$ cat src/rtl/regfile_pkg.sv
// Shared types and helpers for the multi-port register file.
package regfile_pkg;

   // Init sequencer states: INIT walks every entry, READY is normal operation.
   typedef enum logic {
      INIT  = 1'b0,
      READY = 1'b1
   } state_t;

   // Number of entries addressed by an addr_w-bit address.
   function automatic int depth_of(input int addr_w);
      return 1 << addr_w;
   endfunction

   // Value loaded into entry idx by the init sequencer; mode 0 clears, otherwise idx.
   function automatic logic [31:0] init_value(input logic [31:0] idx, input int mode);
      return (mode == 0) ? 32'd0 : idx;
   endfunction

endpackage

$ cat src/rtl/regfile_rd_port.sv
// One combinational read port: init blanking, zero register, write bypass, array read.
module regfile_rd_port
   import regfile_pkg::*;
#(
   parameter int DATA_W   = 32,
   parameter int ADDR_W   = 5,
   parameter int ZERO_REG = 1
) (
   input  logic              busy,
   input  logic [ADDR_W-1:0] rd_addr,
   input  logic              byp_en,
   input  logic [ADDR_W-1:0] wr_addr,
   input  logic [DATA_W-1:0] wr_data,
   input  logic [DATA_W-1:0] mem_data,
   output logic [DATA_W-1:0] rd_data
);

   // Priority select; byp_en is only high for writes that will really commit.
   always_comb begin
      if (busy) begin
         rd_data = '0;
      end else if ((ZERO_REG != 0) && (rd_addr == '0)) begin
         rd_data = '0;
      end else if (byp_en && (wr_addr == rd_addr)) begin
         rd_data = wr_data;
      end else begin
         rd_data = mem_data;
      end
   end

endmodule

$ cat src/rtl/regfile_mp.sv
// Parametrised register file: one write port, NUM_RD combinational read ports,
// write-to-read bypass, optional zero register and a reset-driven init sequencer.
module regfile_mp
   import regfile_pkg::*;
#(
   parameter int DATA_W    = 32,
   parameter int ADDR_W    = 5,
   parameter int NUM_RD    = 2,
   parameter int ZERO_REG  = 1,
   parameter int INIT_MODE = 1
) (
   input  logic                     clk,
   input  logic                     rst,
   input  logic [NUM_RD*ADDR_W-1:0] rd_addr,
   output logic [NUM_RD*DATA_W-1:0] rd_data,
   input  logic                     wr_en,
   input  logic [ADDR_W-1:0]        wr_addr,
   input  logic [DATA_W-1:0]        wr_data,
   output logic                     init_busy
);

   localparam int DEPTH = depth_of(ADDR_W);

   logic [DATA_W-1:0] mem [DEPTH];
   state_t            state;
   logic [ADDR_W-1:0] init_idx;
   logic              zero_drop;
   logic              wr_commit;

   // A write commits only outside reset/init and never into the hardwired zero entry.
   assign zero_drop = (ZERO_REG != 0) && (wr_addr == '0);
   assign wr_commit = wr_en && !init_busy && !rst && !zero_drop;

   // Init sequencer: reset restarts at entry 0, one entry per cycle, then READY.
   always_ff @(posedge clk) begin
      if (rst) begin
         state     <= INIT;
         init_idx  <= '0;
         init_busy <= 1'b1;
      end else begin
         case (state)
            INIT: begin
               init_idx <= init_idx + 1'b1;
               if (init_idx == ADDR_W'(DEPTH - 1)) begin
                  state     <= READY;
                  init_busy <= 1'b0;
               end
            end
            READY: begin
               state <= READY;
            end
            default: begin
               state <= INIT;
            end
         endcase
      end
   end

   // Array update: init load while sequencing, otherwise committed writes; never reset.
   always_ff @(posedge clk) begin
      if (!rst) begin
         if (state == INIT) begin
            mem[init_idx] <= DATA_W'(init_value(32'(init_idx), INIT_MODE));
         end else if (wr_commit) begin
            mem[wr_addr] <= wr_data;
         end
      end
   end

   for (genvar k = 0; k < NUM_RD; k++) begin : g_rd
      logic [ADDR_W-1:0] addr;
      assign addr = rd_addr[k*ADDR_W +: ADDR_W];

      regfile_rd_port #(
         .DATA_W   (DATA_W),
         .ADDR_W   (ADDR_W),
         .ZERO_REG (ZERO_REG)
      ) u_port (
         .busy     (init_busy),
         .rd_addr  (addr),
         .byp_en   (wr_commit),
         .wr_addr  (wr_addr),
         .wr_data  (wr_data),
         .mem_data (mem[addr]),
         .rd_data  (rd_data[k*DATA_W +: DATA_W])
      );
   end

endmodule

$ cat config.mk
export PLATFORM = sky130hd
export DESIGN_NAME = regfile_mp
export DESIGN_NICKNAME = d
export VERILOG_FILES = /design/src/rtl/regfile_pkg.sv /design/src/rtl/regfile_rd_port.sv /design/src/rtl/regfile_mp.sv
export SDC_FILE = /design/constraint.sdc
export NUM_CORES = 1
export LEC_CHECK = 0
export CORE_ASPECT_RATIO = 1.1
export CORE_MARGIN = 2
export CORE_UTILIZATION = 55
export DETAILED_ROUTE_END_ITERATION = 10
export PLACE_DENSITY = 0.76
export SYNTH_ARGS = -nofsm -noshare
export SYNTH_HDL_FRONTEND = slang
export SYNTH_HIERARCHICAL = 1
export SYNTH_SLANG_ARGS = --single-unit
$ cat constraint.sdc
create_clock -name clk -period 3.6 [get_ports clk]
set_clock_uncertainty 0.2 [all_clocks]
set_input_delay 0.36 -clock clk [delete_from_list [all_inputs] [get_ports clk]]
set_output_delay 0.36 -clock clk [all_outputs]
set_load 0.005 [all_outputs]
### Word level (Yosys, flattened, before mapping)

Memory sizes are Yosys's and may differ from the RTL's.
Cells that the tools add are included.

| storage, ports and cells | value |
|---|---|
| bits in writable memories | 1024 |
| memories kept | 1 |
| register bits | 7 |
| output and inout bits | 65 |

| cells by class | value |
|---|---|
| add/subtract/negate cells | 1 |
| equality and inequality tests | 3 |
| reductions and logical operators | 13 |
| multiplexer cells | 18 |
| bitwise logic cells | 1 |

Memory list:

| name | depth | width | read ports | clocked after Yosys merged registers in | wr ports | RTL line | source |
|---|---|---|---|---|---|---|---|
| mem | 32 | 32 | 2 | 0 | 1 | regfile_mp.sv:24 | `logic [DATA_W-1:0] mem [DEPTH];` |

Operator list:

| operator | number |
|---|---|
| $mux 32 | 7 |
| $reduce_or 32->1 | 1 |
| $logic_not 5->1 | 3 |
| $eq 5x5->1 | 2 |
| $mux 1 | 9 |
| $add 5x1->5 const B | 1 |
| $eq 5x5->1 const B | 1 |
| $logic_and 1x1->1 | 5 |
| $mux 5 | 1 |
| $logic_not 1->1 | 3 |
| $pmux 1 s2 | 1 |
| $reduce_and 2->1 | 1 |
| $not 1->1 | 1 |

### Logic depth before layout (Yosys ltp)

| depth | value |
|---|---|
| depth in word-level cells | 10 |
| gate-level depth with buffers | 10 |

### Cells and area by module

The synthesis kept the hierarchy.

Modules (own cells, without submodules):

| module | times used | area an instance (µm²) | cells an instance | sequential area each (µm²) |
|---|---|---|---|---|
| regfile_mp | 1 | 49363.6 | 3495 | 30889.6 |
| regfile_rd_port | 2 | 645.6 | 123 | 0.0 |

### Least setup slack after synthesis

OpenSTA, ideal clock, no wires.

| timing path | value |
|---|---|
| path type | input port to flip-flop |
| start | input port rst |
| end | memory mem[5][0], enable pin |
| path buffers | 1 |
| stages | 6 |
| slack | 0.221 ns |
| data required time | 2.979 ns |
| arrival time | 2.758 ns |
| cell sequence | and4bb_4 a21bo_1 buf_6 nor3b_4 a31oi_1 nor2_1 |

| on the way | value |
|---|---|
| word-level cells in the longest chain between the ends | 9 |
| elaborated cells between the ends (all ways) | 12 |
| classes of those cells | 8 x mux; 4 x reduce/logical |

Ends and longest elaborated chain:

| item | RTL line | source |
|---|---|---|
| start, declared | regfile_mp.sv:13 | `input logic rst,` |
| $logic_not 1->1 | -- |  |
| $logic_and 1x1->1 (2 in a row) | regfile_mp.sv:32 | `assign wr_commit = wr_en && !init_busy && !rst && !zero_drop;` |
| $mux 1 | regfile_mp.sv:64 | `end else if (wr_commit) begin` |
| $mux 1 | regfile_mp.sv:62 | `if (state == INIT) begin` |
| $mux 1 | regfile_mp.sv:61 | `if (!rst) begin` |
| $mux 1 (not written as such) | regfile_mp.sv:65 | `mem[wr_addr] <= wr_data;` |
| $reduce_or 32->1 (no source line) | -- |  |
| $mux 5 (no source line) / $mux 1 (equally long branches) | -- |  |
| end, declared | regfile_mp.sv:24 |  |

Several ways; a longest one is shown, not always the timed one.

### Worst setup path in the final report

| timing path | value |
|---|---|
| start | input port rd_addr[2] |
| end | output port rd_data[28] |

| on the way | value |
|---|---|
| word-level cells in the longest chain between the ends | 5 |
| elaborated cells between the ends (all ways) | 7 |
| classes of those cells | 1 x eq/ne; 3 x mux; 2 x reduce/logical; 1 x memory |

Ends and longest elaborated chain:

| item | RTL line | source |
|---|---|---|
| start, declared | regfile_mp.sv:14 | `input logic [NUM_RD*ADDR_W-1:0] rd_addr,` |
| branches (longest 3 deep; another with $mem_v2 32x32) | -- |  |
| $mux 32 (*) | regfile_rd_port.sv:22 | `end else if ((ZERO_REG != 0) && (rd_addr == '0)) begin` |
| $mux 32 (*) | regfile_rd_port.sv:20 | `if (busy) begin` |
| end, declared | regfile_mp.sv:15 | `output logic [NUM_RD*DATA_W-1:0] rd_data,` |

Every way passes the cells marked *.

==> results by group <==
Status
  • Run status: complete, but fails checks
  • Failing checks: setup timing

CTS
  • Clock root buffer: clkbuf_16
  • Hold-fix buffers at CTS: 0
  • CTS tree: done
  • Total clock buffers created by CTS: 98
  • Maximum level of the CTS H-tree: 3
  • Clock transition at path regs: 70 ps
  • Worst-skew pair later-pin latency: 670 ps
  • Clock sink total: 1031
  • Clock Path Buffers: 3

Worst setup path
  • Arrival time at the worst endpoint: 3040 ps
  • Crit path max fanout: 13
  • Worst Setup Start Kind: input pin
  • Required time worst endpoint: 3040 ps
  • Critical Path End Type: output port
  • Worst setup path class: in -> out

GRT
  • Total grt overflow: 0
  • Antenna violations before repair: 3
  • Maximum number of pins on one net before global-route repair: 65
  • First-pass GRT wire length: 232800 um
  • Via count of the first global-routing pass: 35680
  • Total routing usage reported by global routing: 33.72%

Logic synthesis
  • Mapped Nets: 3793
  • Flip-flop and latch count after synthesis: 1031
  • Total number of yosys warnings: 6
  • Number of flops mapped to enable cells by yosys: 1024
  • Number of distinct library cells after synthesis: 45
  • Most instantiated flip-flop cell in the synthesis netlist: edfxtp_1
  • Post-synthesis cell area: 0.05065 sq mm
  • Post-Syn Area per Cell: 13.54 sq um
  • Proportion of synthesized chip area in sequential cells: 60.98%
  • Cell count after synthesis: 3741
  • Async SR Flop Fraction: 0%

STA
  • Max Slew Vio Count: 0
  • Headroom to the max-slew limit: 31.36%
  • Worst Slack Setup Final: -3.507 ps
  • Final worst path period need: 3604 ps
  • Final Hold Violating Endpoints: 0
  • Worst slew pin tran: 1025 ps
  • Highest clock rate: 277.5 MHz
  • Final worst hold slack: 181.2 ps
  • Total setup violations reported at the end of the flow: 1
  • Setup repair after global routing missed its margin: yes
  • Period Utilization, post-route: 100.1%

Drt
  • Drt first pass iters: 7
  • Vias after detailed routing: 36270
  • WL met3: 17600 um
  • Met1 wire length: 59390 um
  • DRC Markers: 0
  • Top metal layer carrying routed signals: met5
  • Wire length per cell: 30.92 um
  • Number of DRC violations after detailed-routing iteration 0: 4859
  • Number of nets still failing antenna checks after routing: 0
  • Total met2 wirelength after detailed routing: 75640 um
  • Total Routed Length: 162800 um
  • Vias per std cell: 6.889

Finish
  • Non-filler cells in the finished layout: 5265
  • Proportion of layout cells with a drive suffix above 1: 13.84%
  • Leading cell types in the layout, fill and taps excluded: 1026 x mux2i_1, 1024 x edfxtp_1, 273 x nand2_1
  • Layout Nets: 4055
  • Area Growth Syn to Fin: 17.33%
  • Layout Utilization: 65.21%
  • Most frequent standard cell in the layout excluding fill and tap cells: mux2i_1
  • Post-route design area: 0.05943 sq mm

Floorplan
  • Starting Density: 55.57%
  • Floorplan Core Area: 0.09115 sq mm
  • Chip height: 322.3 um
  • I/O pins: 115
  • Floorplan die width: 293.4 um
  • Core Rows: 116
  • Die Outline Area: 0.09455 sq mm

Pwr
  • Worst IR Drop VDD: 0.0004034 V
  • Areal power density over the cells: 431.4 mW/mm^2
  • Leakage Power: 23.86 nW

Hold path
  • Worst Hold Class: in -> reg

Placed design
  • Routability congestion estimate from global placement: 0.9130
  • HPWL reported at the end of detailed placement: 97240 um
  • Input/output buffers: 114
  • Inst Count DP: 5069
  • Placement-stage cell area: 0.05599 sq mm

Job
  • Max-cap violations: 0
-- sequential cells by signal, summed over array words and instances, names as in the netlist --
register / count
mem: 1024
init_idx: 5
state: 1
init_busy: 1
-- path summary, 6_finish.rpt --
kind / depth (start not counted) / startpoint / slack, ps / to
setup / recovery: 12 / rd_addr[2] / -4 / rd_data[28]
hold / removal: 2 / rst / 180 / init_idx[4]
setup reg to reg: 5 / state / 530 / mem[13][14]
hold reg to reg: 2 / init_idx[0] / 390 / init_idx[0]
-- stage by stage --
stage	worst slack, ps	total power [mW]	setup TNS [ps]
2_1_floorplan	220.5	14.69	0
3_3_place_gp	-197.1	15.57	-453.3
3_5_place_dp	-199.8	15.59	-713.9
4_1_cts	3.644	25.58	0
5_1_grt	-30.60	26.18	-36.03
6_report	-3.507	25.64	-3.507
-- Yosys cell counts, types with 3 or more instances --
master,number,area [sq um]
a22o_1,128,1121
xor2_1,9,78.83
nor2_1,47,176.4
xnor2_1,3,26.28
buf_1,27,101.4
a21oi_1,196,980.9
a22oi_1,193,1449
dfxtp_1,7,140.1
mux2i_1,1026,10270
edfxtp_1,1024,30750
o21ai_0,58,290.3
a31oi_1,67,419.2
nor2b_1,7,43.79
nand4_1,65,406.6
buf_6,15,168.9
o21ai_1,10,50.05
and3_1,4,25.02
buf_4,62,465.5
clkbuf_1,117,439.2
nand2_1,275,1032
buf_2,72,360.4
nand3_1,193,965.9
nor3_1,70,350.3
nand2b_1,5,31.28
and2_1,33,206.5
-- power by group --
group          leakage, nW  internal, mW  switching (mW)
clock network         1.50          5.72            4.48
logic                 11.2         0.915            1.38
registers             11.2          13.1          0.0330
total                 23.9          19.7            5.90
-- logic make-up (layout without fill, tap and decap cells) --
| family | after synthesis | after routing | synth area share, % |
|---|---|---|---|
| compound gates | 662 | 662 | 8.737 |
| xor+xnor | 12 | 12 | 0.2075 |
| fa+ha+maj | 2 | 2 | 0.04939 |
| buf+inv | 295 | 637 | 3.046 |
| flops | 1031 | 1031 | 60.98 |
| mux | 1026 | 1026 | 20.27 |
| other cells | 0 | 2 | 0 |
| simple gates | 713 | 713 | 6.706 |
-- metal layers --
metal | up-vias | GRT usage, %
met1 | 18100 | 43.42
met5 | - | 0
li1 | 15200 | -
met4 | 4 | 18.79
met2 | 2405 | 54.24
met3 | 560 | 6.160
-- critical path: stages --
cell             delay [ps]
clkdlybuf4s50_1         460
buf_12                  170
nor2b_4                 140
buf_4                   150
buf_12                  150
a22o_1                  190
nor3_1                  260
a31oi_1                 120
nand3_1                 130
nand2_1                 130
o21ai_0                 210
clkdlybuf4s50_1         540
-- cell type report --
type	instances	area, sq um
clock buffer	118	2570
timing repair buffer	455	5248
sequential	1031	30890
tap	1180	1476
multi-input combinational	2415	18690
inverter	2	7.507
fill	6463	31710
antenna	2	5.005
clock inverter	62	549.3
-- what timing repair did --
| action | 4_1_cts | 5_1_grt |
|---|---|---|
| pin swaps | 6 | 3 |
| gates cloned | 1 | 1 |
| endpoints found under the setup margin | 14 | 32 |
| buffers inserted | 5 | 8 |
| gates resized for setup | 10 | 38 |
(Power assumes the default switching activity.)
